File: config.mk
export PLATFORM = sky130hd
export DESIGN_NAME = neuron_core_wb_slave
export DESIGN_NICKNAME = d
export VERILOG_FILES = /design/src/rtl/neuron_core_pkg.sv /design/src/rtl/neuron_core_wb_slave.sv
export SDC_FILE = /design/constraint.sdc
export NUM_CORES = 1
export LEC_CHECK = 0
export ABC_AREA = 0
export BUFFER_PORTS_ARGS = -buffer_cell sky130_fd_sc_hd__buf_4
export CORE_MARGIN = 2
export CORE_UTILIZATION = 47
export DETAILED_ROUTE_END_ITERATION = 8
export GPL_TIMING_DRIVEN = 0
export PLACE_DENSITY = 0.83
export SLEW_MARGIN = 5
export SYNTH_ARGS = -nofsm -noshare
export SYNTH_HDL_FRONTEND = slang
export SYNTH_SLANG_ARGS = --single-unit
export TNS_END_PERCENT = 100
File: constraint.sdc
create_clock -name wb_clk_i -period 3 [get_ports wb_clk_i]
set_clock_uncertainty 0.15 [all_clocks]
set_input_delay 0 -clock wb_clk_i [delete_from_list [all_inputs] [get_ports wb_clk_i]]
set_output_delay 0 -clock wb_clk_i [all_outputs]
set_load 0.1 [all_outputs]
File: src/rtl/neuron_core_pkg.sv
// rtl/neuron_core_pkg.sv - shared encodings and defaults for the neuron core Wishbone slave
package neuron_core_pkg;

    typedef enum logic [1:0] {
        IDLE    = 2'd0,
        ACCESS  = 2'd1,
        WAIT_RD = 2'd2,
        ACK     = 2'd3
    } state_t;

    localparam logic [15:0] BASE_HI_DEFAULT   = 16'h3000;
    localparam logic [1:0]  REGION_IMG_PKT    = 2'b11;
    localparam logic [7:0]  STALL_MAX_DEFAULT = 8'd255;

endpackage

File: src/rtl/neuron_core_wb_slave.sv
// rtl/neuron_core_wb_slave.sv - Wishbone classic slave bridging to the neuron core decoder
module neuron_core_wb_slave
    import neuron_core_pkg::*;
#(
    parameter logic [15:0] BASE_HI   = BASE_HI_DEFAULT,
    parameter logic [7:0]  STALL_MAX = STALL_MAX_DEFAULT
) (
    input  logic        wb_clk_i,
    input  logic        wb_rst_i,
    input  logic        wbs_cyc_i,
    input  logic        wbs_stb_i,
    input  logic        wbs_we_i,
    input  logic [3:0]  wbs_sel_i,
    input  logic [31:0] wbs_adr_i,
    input  logic [31:0] wbs_dat_i,
    output logic        wbs_ack_o,
    output logic [31:0] wbs_dat_o,
    output logic [31:0] addr_o,
    output logic        wr_en_o,
    output logic        rd_en_o,
    output logic [31:0] wdata_o,
    output logic [3:0]  wsel_o,
    input  logic [31:0] rdata_i,
    input  logic        core_busy_i,
    output logic        err_o
);

    state_t     state;
    state_t     state_nxt;
    logic       we_q;
    logic [7:0] stall_cnt;
    logic       in_range;
    logic       img_write;
    logic       stall_inc;
    logic       set_err;
    logic       load_zero;

    assign in_range  = (addr_o[31:16] == BASE_HI);
    assign img_write = in_range && we_q && (addr_o[15:14] == REGION_IMG_PKT);

    // Timeout is checked before busy so a saturated counter never wraps.
    always_comb begin
        state_nxt = state;
        wr_en_o   = 1'b0;
        rd_en_o   = 1'b0;
        wbs_ack_o = 1'b0;
        stall_inc = 1'b0;
        set_err   = 1'b0;
        load_zero = 1'b0;
        case (state)
            IDLE: begin
                if (wbs_cyc_i && wbs_stb_i) begin
                    state_nxt = ACCESS;
                end
            end
            ACCESS: begin
                if (!wbs_cyc_i) begin
                    state_nxt = IDLE;
                end else if (img_write && (stall_cnt == STALL_MAX)) begin
                    set_err   = 1'b1;
                    state_nxt = ACK;
                end else if (img_write && core_busy_i) begin
                    stall_inc = 1'b1;
                end else if (in_range && we_q) begin
                    wr_en_o   = 1'b1;
                    state_nxt = ACK;
                end else if (in_range) begin
                    rd_en_o   = 1'b1;
                    state_nxt = WAIT_RD;
                end else begin
                    load_zero = !we_q;
                    state_nxt = ACK;
                end
            end
            WAIT_RD: begin
                state_nxt = wbs_cyc_i ? ACK : IDLE;
            end
            ACK: begin
                wbs_ack_o = 1'b1;
                state_nxt = IDLE;
            end
            default: begin
                state_nxt = IDLE;
            end
        endcase
    end

    always_ff @(posedge wb_clk_i) begin
        if (wb_rst_i) begin
            state     <= IDLE;
            addr_o    <= '0;
            wdata_o   <= '0;
            wsel_o    <= '0;
            we_q      <= 1'b0;
            stall_cnt <= '0;
            err_o     <= 1'b0;
            wbs_dat_o <= '0;
        end else begin
            state <= state_nxt;
            if (state == IDLE && wbs_cyc_i && wbs_stb_i) begin
                addr_o  <= wbs_adr_i;
                wdata_o <= wbs_dat_i;
                wsel_o  <= wbs_sel_i;
                we_q    <= wbs_we_i;
            end
            stall_cnt <= stall_inc ? stall_cnt + 8'd1 : 8'd0;
            if (set_err) begin
                err_o <= 1'b1;
            end
            if (load_zero) begin
                wbs_dat_o <= '0;
            end else if (state == WAIT_RD && wbs_cyc_i) begin
                wbs_dat_o <= rdata_i;
            end
        end
    end

endmodule

==> results of run 1 <==
-- path summary, 6_finish.rpt --
check | end | depth (start not counted) | slack, ns | from
hold / removal | wdata_o[12] | 4 | 0.27 | wbs_dat_i[12]
setup reg to reg | stall_cnt[6] | 5 | 0.71 | we_q
setup / recovery | stall_cnt[6] | 5 | 0.71 | we_q
hold reg to reg | err_o | 2 | 0.31 | err_o
-- layer usage --
layer | vias to the layer above | GRT usage
li1 | 2294 | -
met1 | 2281 | 0.338
met2 | 235 | 0.600
met3 | 63 | 0.0816
met4 | 0 | 0.160
met5 | - | 0
-- layout make-up --
class | count | area (µm²)
timing repair buffer | 316 | 2640
clock inverter | 6 | 51.3
buffer | 35 | 141
inverter | 2 | 7.51
multi-input combinational | 355 | 1680
fill | 433 | 1270
sequential | 112 | 2240
clock buffer | 10 | 138
tap | 105 | 131
-- flip-flops by register name, indices dropped and copies added (netlist names) --
| register | cells |
|---|---|
| err_o | 1 |
| stall_cnt | 8 |
| wdata_o | 32 |
| addr_o | 32 |
| wbs_dat_o | 32 |
| we_q | 1 |
| state | 2 |
| wsel_o | 4 |
-- metrics by stage --
stage | hold slack [ns] | util | std cells | power (W)
2_1_floorplan | -0.0158 | - | 504 | 0.00208
3_3_place_gp | 0.0962 | 0.695 | 818 | 0.00230
3_5_place_dp | 0.105 | 0.695 | 818 | 0.00231
4_1_cts | 0.246 | 0.847 | 941 | 0.00327
5_1_grt | 0.272 | 0.847 | 941 | 0.00338
6_report | 0.271 | 0.847 | 941 | 0.00329
-- report_power, final --
| part | total [W] | switching, W | internal (W) | leakage, nW |
|---|---|---|---|---|
| Clock | 0.000875 | 0.000537 | 0.000338 | 0.0987 |
| Sequential | 0.00158 | 0.0000388 | 0.00154 | 0.910 |
| Combinational | 0.000836 | 0.000549 | 0.000287 | 1.98 |
| Total | 0.00329 | 0.00112 | 0.00216 | 2.99 |
-- cell usage after synthesis --
| master | number | area, µm² |
|---|---|---|
| sky130_fd_sc_hd__or4_4 | 1 | 11.3 |
| sky130_fd_sc_hd__and4_1 | 2 | 17.5 |
| sky130_fd_sc_hd__nor4_2 | 2 | 25.0 |
| sky130_fd_sc_hd__o21ai_0 | 2 | 10.0 |
| sky130_fd_sc_hd__nand3b_1 | 2 | 15.0 |
| sky130_fd_sc_hd__nand4_1 | 1 | 6.26 |
| sky130_fd_sc_hd__and4bb_2 | 1 | 12.5 |
| sky130_fd_sc_hd__nor2_1 | 3 | 11.3 |
| sky130_fd_sc_hd__nor2_2 | 6 | 37.5 |
| sky130_fd_sc_hd__nor4bb_1 | 1 | 10.0 |
| sky130_fd_sc_hd__and3_1 | 3 | 18.8 |
| sky130_fd_sc_hd__nor3_1 | 1 | 5.00 |
| sky130_fd_sc_hd__and2_1 | 1 | 6.26 |
| sky130_fd_sc_hd__a21oi_1 | 103 | 515 |
| sky130_fd_sc_hd__buf_2 | 2 | 10.0 |
| sky130_fd_sc_hd__nand3b_2 | 1 | 11.3 |
| sky130_fd_sc_hd__nand4_2 | 1 | 12.5 |
| sky130_fd_sc_hd__and3b_1 | 2 | 17.5 |
| sky130_fd_sc_hd__dfxtp_1 | 112 | 2240 |
| sky130_fd_sc_hd__clkbuf_1 | 32 | 120 |
| sky130_fd_sc_hd__nand4bb_1 | 2 | 22.5 |
| sky130_fd_sc_hd__nor4_4 | 1 | 21.3 |
| sky130_fd_sc_hd__o31ai_1 | 1 | 7.51 |
| sky130_fd_sc_hd__inv_1 | 2 | 7.51 |
| sky130_fd_sc_hd__a31oi_1 | 1 | 6.26 |
| sky130_fd_sc_hd__nor2_4 | 1 | 11.3 |
| sky130_fd_sc_hd__nand3_1 | 3 | 15.0 |
| sky130_fd_sc_hd__nand2_1 | 204 | 766 |
| sky130_fd_sc_hd__xnor2_1 | 1 | 8.76 |
| sky130_fd_sc_hd__ha_1 | 1 | 12.5 |
| sky130_fd_sc_hd__buf_6 | 1 | 11.3 |
| sky130_fd_sc_hd__a21o_2 | 1 | 8.76 |
| sky130_fd_sc_hd__or2_2 | 1 | 6.26 |
| sky130_fd_sc_hd__xor2_1 | 5 | 43.8 |
-- worst max-delay path, delay by kind of cell (launching register included) --
kind / cells / cell delay (ns)
buf+inv: 2 / 1.14
flops: 1 / 0.43
simple gates: 3 / 0.54
-- cells by family (layout without fill, tap and decap cells) --
logic type,count (synthesis),in the layout
buf+inv,37,369
fa+ha+maj,1,1
simple gates,240,240
xor+xnor,6,6
flops,112,112
compound gates,108,108
==> impl_metrics.prom, run 1 <==
# TYPE chip_impl_metric gauge
chip_impl_metric{name="period_needed",unit="ns"} 2.29
chip_impl_metric{name="timing.fmax",unit="MHz"} 437
chip_impl_metric{name="fraction_of_the_mapped_netlist_area_in_compound_gates",unit=""} 0.135
chip_impl_metric{name="syn-instance-count",unit=""} 504
chip_impl_info{name="critPathMostFrequentCell",value="sky130_fd_sc_hd__dlygate4sd3_1"} 1
chip_impl_metric{name="setup_viol_count_final",unit=""} 0
chip_impl_metric{name="yosysWarnings",unit=""} 0
chip_impl_metric{name="top_level_i_o_count",unit=""} 210
chip_impl_metric{name="num_rows",unit=""} 33
chip_impl_metric{name="vias_per_cell",unit=""} 5.18
chip_impl_metric{name="post_cts_hold_buffer_count",unit=""} 107
chip_impl_metric{name="first_global_vias",unit=""} 5091
chip_impl_metric{name="gp_congestion",unit=""} 0.901
chip_impl_metric{name="placed_area",unit="µm²"} 5770
chip_impl_metric{name="worstMarginPinSlew",unit="ns"} 0.552
chip_impl_metric{name="antenna-diode-count",unit=""} 0
chip_impl_metric{name="drt_drc_violations_left",unit=""} 0
chip_impl_metric{name="timing.final.crit_share",unit=""} 0.762
chip_impl_info{name="run_status",value="complete, no violations"} 1
chip_impl_metric{name="synth_adder_area_share",unit=""} 0.00308
chip_impl_metric{name="finalWirelength",unit="mm"} 15.6
chip_impl_metric{name="first_pass_iters",unit=""} 5
chip_impl_metric{name="critPathRequiredTime",unit="ns"} 3.17
chip_impl_metric{name="final.setup.tns",unit="ns"} 0
chip_impl_metric{name="worst_skew_pair.late_latency",unit="ns"} 0.37
chip_impl_info{name="maxUsedRoutingLayer",value="met4"} 1
chip_impl_metric{name="power_density",unit="nW/µm²"} 468
chip_impl_metric{name="path_max_fanout",unit=""} 6
chip_impl_metric{name="dr_total_vias",unit=""} 4873
chip_impl_metric{name="finalWorstSetupSlack",unit="ns"} 0.713
chip_impl_metric{name="dieArea",unit="µm²"} 9410
chip_impl_metric{name="cts_buffers",unit=""} 9
chip_impl_metric{name="fp.dieW",unit="µm"} 97.0
chip_impl_metric{name="muxShareOfSynthArea",unit=""} 0
chip_impl_metric{name="detail_route.iter0.violations",unit=""} 158
chip_impl_metric{name="maxCapViolations",unit=""} 0
chip_impl_metric{name="port_buffers",unit=""} 209
chip_impl_metric{name="clk_path_buf_depth",unit=""} 2
chip_impl_info{name="setup.worst_path.start_class",value="flip-flop"} 1
chip_impl_info{name="worst_path_max_delay_cell",value="sky130_fd_sc_hd__dlygate4sd3_1"} 1
chip_impl_info{name="end_kind",value="flip-flop"} 1
chip_impl_metric{name="post_synth_instance_area",unit="µm²"} 4060
chip_impl_info{name="worst_hold_path_type",value="input pin to flip-flop"} 1
chip_impl_metric{name="floorplan.core_area",unit="µm²"} 8300
chip_impl_metric{name="grt_pass1_wl",unit="mm"} 24.9
chip_impl_metric{name="cts-htree-levels",unit=""} 3
chip_impl_metric{name="cts.reportedPaths.clkPinSlew",unit="ns"} 0.12
chip_impl_info{name="tritoncts",value="built"} 1
chip_impl_metric{name="grt.total_usage",unit=""} 0.324
chip_impl_metric{name="synth_xor_area_frac",unit=""} 0.0129
chip_impl_metric{name="finish.net_count",unit=""} 938
chip_impl_metric{name="detailroute.wirelength.met2",unit="mm"} 8.02
chip_impl_metric{name="initial_utilization",unit=""} 0.490
chip_impl_metric{name="yosys.area_share.simple",unit=""} 0.261
chip_impl_metric{name="dp_hpwl",unit="mm"} 9.19
chip_impl_metric{name="antenna_left",unit=""} 0
chip_impl_metric{name="syn_to_final_growth",unit="%"} 72.9
chip_impl_metric{name="nets_in_the_synthesized_netlist",unit=""} 611
chip_impl_metric{name="layout-drive-gt1-share",unit=""} 0.293
chip_impl_metric{name="wl_per_cell",unit="µm"} 16.6
chip_impl_info{name="critPathKind",value="flip-flop to flip-flop"} 1
chip_impl_info{name="crit_path_cell_trace",value="and3_1, nand3b_1, dlygate4sd3_1, nor3_1, dlygate4sd3_1"} 1
chip_impl_metric{name="antenna_found_initial",unit=""} 0
chip_impl_metric{name="number_of_setup_buffers_added_after_cts",unit=""} 0
chip_impl_metric{name="syn-mean-instance-area",unit="µm²"} 8.06
chip_impl_info{name="clock-root-buffer",value="sky130_fd_sc_hd__clkbuf_8"} 1
chip_impl_metric{name="cts_num_sinks",unit=""} 112
chip_impl_info{name="layout.cells.most_common_list",value="sky130_fd_sc_hd__buf_4 (209), sky130_fd_sc_hd__nand2_1 (204), sky130_fd_sc_hd__dfxtp_1 (112), sky130_fd_sc_hd__dlygate4sd3_1 (107), sky130_fd_sc_hd__a21oi_1 (103)"} 1
chip_impl_info{name="mostFrequentLayoutCell",value="sky130_fd_sc_hd__buf_4"} 1
chip_impl_metric{name="grt_max_degree",unit=""} 20
chip_impl_info{name="rsz0062_at_grt",value="no"} 1
chip_impl_metric{name="cts_repair_resize_count",unit=""} 0
chip_impl_metric{name="vdd_drop_max",unit="mV"} 0.317
chip_impl_metric{name="finalMaxSlewViolations",unit=""} 0
chip_impl_info{name="synth_top_family_by_area",value="simple AND/OR/NAND/NOR gates"} 1
chip_impl_metric{name="max_stage_delay",unit="ns"} 0.58
chip_impl_metric{name="ys_seq_area_frac",unit=""} 0.552
chip_impl_metric{name="detailedPlace.worstSlack",unit="ns"} 1.08
chip_impl_metric{name="die-height",unit="µm"} 97.0
chip_impl_metric{name="worst-endpoint-arrival",unit="ns"} 2.46
chip_impl_metric{name="grt_remaining_overflow",unit=""} 0
chip_impl_metric{name="final_number_of_hold_violating_endpoints",unit=""} 0
chip_impl_metric{name="wl_met3",unit="mm"} 1.17
chip_impl_metric{name="drt-met1-wl",unit="mm"} 5.71
chip_impl_metric{name="power.leakage",unit="nW"} 2.99
chip_impl_metric{name="synthDistinctLibCells",unit=""} 34
chip_impl_metric{name="postLayoutCellArea",unit="µm²"} 7030
chip_impl_metric{name="slew_headroom",unit=""} 0.632
chip_impl_metric{name="synth_seq_cells",unit=""} 112
Note: power is estimated with default switching activity, not from simulation.
==> run 2: changes to the inputs <==
Settings changed: CORE_UTILIZATION 47 to 45, PLACE_DENSITY 0.83 to 0.8.
Clock period 3 ns to 2.25 ns, I/O delays scaled along.
==> run 2 against run 1 <==
  * The flow now finishes with violations (design-rule violations)
  * Count of clock-buffer cells in the layout is 1 higher
  * Sequential cell count unchanged
  * Routed wire length decreased by 1.5%
  * Via count fell by 1.2%
  * Core utilization is 3.6 points lower
  * Sequential power up 33%
  * Sequential share of layout area down 0.17 points
  * First-iteration DRC count down 7.0%
  * Register-to-register slack lost 0.68 ns
  * Die area is 4.3% higher
  * Cell area is 0.66% higher
  * Non-clock buffer count increased by 1
==> impl_metrics.prom, run 2 (same netlist as run 1, synthesis figures left out) <==
# TYPE chip_impl_metric gauge
chip_impl_info{name="run_status",value="complete, but fails checks"} 1
chip_impl_info{name="violations",value="design-rule violations"} 1
chip_impl_info{name="tritoncts",value="built"} 1
chip_impl_metric{name="path_max_fanout",unit=""} 6
chip_impl_metric{name="detailedPlace.worstSlack",unit="ns"} 0.333
chip_impl_metric{name="final.setup.tns",unit="ns"} 0
chip_impl_info{name="setup.worst_path.start_class",value="flip-flop"} 1
chip_impl_metric{name="power.leakage",unit="nW"} 2.99
chip_impl_metric{name="grt.total_usage",unit=""} 0.310
chip_impl_info{name="worstHoldEndpoint",value="wdata_o[21]"} 1
chip_impl_metric{name="syn_to_final_growth",unit="%"} 74.0
chip_impl_metric{name="finalMaxSlewViolations",unit=""} 0
chip_impl_metric{name="detail_route.iter0.violations",unit=""} 147
chip_impl_metric{name="antenna_found_initial",unit=""} 0
chip_impl_metric{name="layout-drive-gt1-share",unit=""} 0.298
chip_impl_info{name="worst_hold_path_type",value="input pin to flip-flop"} 1
chip_impl_metric{name="first_pass_iters",unit=""} 7
chip_impl_metric{name="power_density",unit="nW/µm²"} 631
chip_impl_metric{name="finish.net_count",unit=""} 939
chip_impl_metric{name="r2r_setup_slk",unit="ns"} 0.03
chip_impl_metric{name="top_level_i_o_count",unit=""} 210
chip_impl_metric{name="grt_max_degree",unit=""} 18
chip_impl_info{name="clock-root-buffer",value="sky130_fd_sc_hd__clkbuf_8"} 1
chip_impl_metric{name="max_stage_delay",unit="ns"} 0.59
chip_impl_metric{name="first_global_vias",unit=""} 5064
chip_impl_metric{name="wl_per_cell",unit="µm"} 16.3
chip_impl_metric{name="dp_hpwl",unit="mm"} 9.10
chip_impl_metric{name="use_met2",unit=""} 0.567
chip_impl_metric{name="port_buffers",unit=""} 209
chip_impl_info{name="launch_point_of_the_worst_hold_path",value="wbs_dat_i[21]"} 1
chip_impl_info{name="rsz0062_at_grt",value="no"} 1
chip_impl_metric{name="period_needed",unit="ns"} 2.22
chip_impl_metric{name="gp_congestion",unit=""} 0.853
chip_impl_info{name="cp_top_delay_family",value="buffers and inverters"} 1
chip_impl_metric{name="setup_viol_count_final",unit=""} 0
chip_impl_metric{name="initial_utilization",unit=""} 0.466
chip_impl_metric{name="final_number_of_hold_violating_endpoints",unit=""} 0
chip_impl_metric{name="grt_pass1_wl",unit="mm"} 24.2
chip_impl_metric{name="worst-r2r-cell-count",unit=""} 5
chip_impl_metric{name="timing.hold.worst_path_depth",unit=""} 4
chip_impl_metric{name="cts_num_sinks",unit=""} 112
chip_impl_metric{name="floorplan.core_area",unit="µm²"} 8720
chip_impl_metric{name="cp.buffers_inverters",unit=""} 1
chip_impl_metric{name="grt.met3_usage",unit=""} 0.0957
chip_impl_metric{name="slew_headroom",unit=""} 0.653
chip_impl_info{name="mostFrequentLayoutCell",value="sky130_fd_sc_hd__buf_4"} 1
chip_impl_info{name="critical_path.reg2reg.endpoint",value="state[1]"} 1
chip_impl_info{name="crit_path_cell_trace",value="nor4_4, nand4_2, o31ai_1, dlygate4sd3_1, a21oi_1"} 1
chip_impl_metric{name="finalWorstSetupSlack",unit="ns"} 0.0314
chip_impl_metric{name="filler_cell_count",unit=""} 504
chip_impl_info{name="end_kind",value="flip-flop"} 1
chip_impl_metric{name="antenna_left",unit=""} 0
chip_impl_info{name="critPathKind",value="flip-flop to flip-flop"} 1
chip_impl_metric{name="die-height",unit="µm"} 99.0
chip_impl_metric{name="timing.fmax",unit="MHz"} 451
chip_impl_metric{name="fp.dieW",unit="µm"} 99.0
chip_impl_metric{name="dieArea",unit="µm²"} 9810
chip_impl_metric{name="dr_total_vias",unit=""} 4816
chip_impl_metric{name="finalWirelength",unit="mm"} 15.4
chip_impl_metric{name="worst-endpoint-arrival",unit="ns"} 2.29
chip_impl_metric{name="cts-htree-levels",unit=""} 3
chip_impl_metric{name="maxCapViolations",unit=""} 0
chip_impl_info{name="worst_path_max_delay_cell",value="sky130_fd_sc_hd__dlygate4sd3_1"} 1
chip_impl_metric{name="worst_skew_pair.late_latency",unit="ns"} 0.36
chip_impl_info{name="regs_by_ff_count",value="addr_o (32), wbs_dat_o (32), wdata_o (32)"} 1
chip_impl_metric{name="antenna-diode-count",unit=""} 0
chip_impl_metric{name="use_met1",unit=""} 0.313
chip_impl_metric{name="drt_drc_violations_left",unit=""} 2
chip_impl_metric{name="num_rows",unit=""} 34
chip_impl_metric{name="grt_remaining_overflow",unit=""} 0
chip_impl_metric{name="vdd_drop_max",unit="mV"} 0.481
chip_impl_metric{name="vias_per_cell",unit=""} 5.10
chip_impl_info{name="worst_r2r_startpoint",value="addr_o[24]"} 1
chip_impl_info{name="layout.cells.most_common_list",value="sky130_fd_sc_hd__buf_4 (210), sky130_fd_sc_hd__nand2_1 (204), sky130_fd_sc_hd__dfxtp_1 (110), sky130_fd_sc_hd__dlygate4sd3_1 (106), sky130_fd_sc_hd__a21oi_1 (103)"} 1
chip_impl_info{name="gr_peak_layer",value="met2"} 1
chip_impl_metric{name="cts_buffers",unit=""} 9
chip_impl_metric{name="timing.final.crit_share",unit=""} 0.986
chip_impl_metric{name="clk_path_buf_depth",unit=""} 2
chip_impl_metric{name="worstMarginPinSlew",unit="ns"} 0.521
chip_impl_metric{name="critPathRequiredTime",unit="ns"} 2.32
chip_impl_metric{name="cts.reportedPaths.clkPinSlew",unit="ns"} 0.10
## run 2: cell count changes in the layout (fill, tap and decap cells not counted), sizes merged
cell         delta
dlygate4sd3     -1
clkinvlp        +2
buf             +2
bufinv          +1
clkinv          -3
inv             -2
clkbuf          +1
## run 2: per-stage QoR
step	utilization	area, µm²	std cells	hold WS [ns]	power (W)
finish	0.811	7070	944	0.283	0.00446
global route	0.811	7070	944	0.264	0.00461
CTS	0.808	7050	942	0.254	0.00443
detailed placement	0.663	5780	821	0.104	0.00308
global placement	0.663	5780	821	0.0970	0.00307
floorplan	-	4080	504	-0.0215	0.00278
## run 2: final cells by class
type,instances,area (µm²),share of cell area
repair buffers,317,2650,0.374
well taps,108,135,0.0191
inverters,2,7.51,0.00106
clock buffers,11,151,0.0214
flip-flops and latches,112,2240,0.317
multi-input cells,355,1690,0.239
clock inverters,4,53.8,0.00761
plain buffers,35,141,0.0200
## run 2: worst min-delay path: stages
cell,delay [ns]
sky130_fd_sc_hd__dlygate4sd3_1,0.53
sky130_fd_sc_hd__buf_4,0.10
sky130_fd_sc_hd__nand2_1,0.04
sky130_fd_sc_hd__a21oi_1,0.10
## run 2: what timing repair did
| action | CTS | global route |
|---|---|---|
| hold buffers | 106 | 0 |
| buffers inserted | 0 | 2 |
| hold endpoints to repair | 109 | 0 |
| gates resized for setup | 0 | 2 |
| endpoints found under the setup margin | 0 | 3 |
## run 2: worst max-delay path by stage
| stage | startpoint | slack (ns) | depth (start not counted) | end |
|---|---|---|---|---|
| 2_1_floorplan | addr_o[14] | 0.03 | 5 | stall_cnt[2] |
| 3_3_place_gp | addr_o[24] | 0.35 | 5 | stall_cnt[3] |
| 3_5_place_dp | addr_o[24] | 0.33 | 5 | stall_cnt[4] |
| 4_1_cts | addr_o[24] | 0.05 | 5 | rd_en_o |
| 5_1_grt | addr_o[24] | 0.01 | 5 | state[1] |
| 6_report | addr_o[24] | 0.03 | 5 | state[1] |
## run 2: layer usage
| layer | vias up | routed length (µm) |
|---|---|---|
| li1 | 2293 | - |
| met1 | 2232 | 5610 |
| met2 | 228 | 7950 |
| met3 | 63 | 1160 |
| met4 | 0 | 653 |
| met5 | - | 0 |
## run 2: report_power, final
part | internal [W] | switching [W]
Clock | 0.000572 | 0.000668
Sequential | 0.00205 | 0.0000543
Combinational | 0.000384 | 0.000734
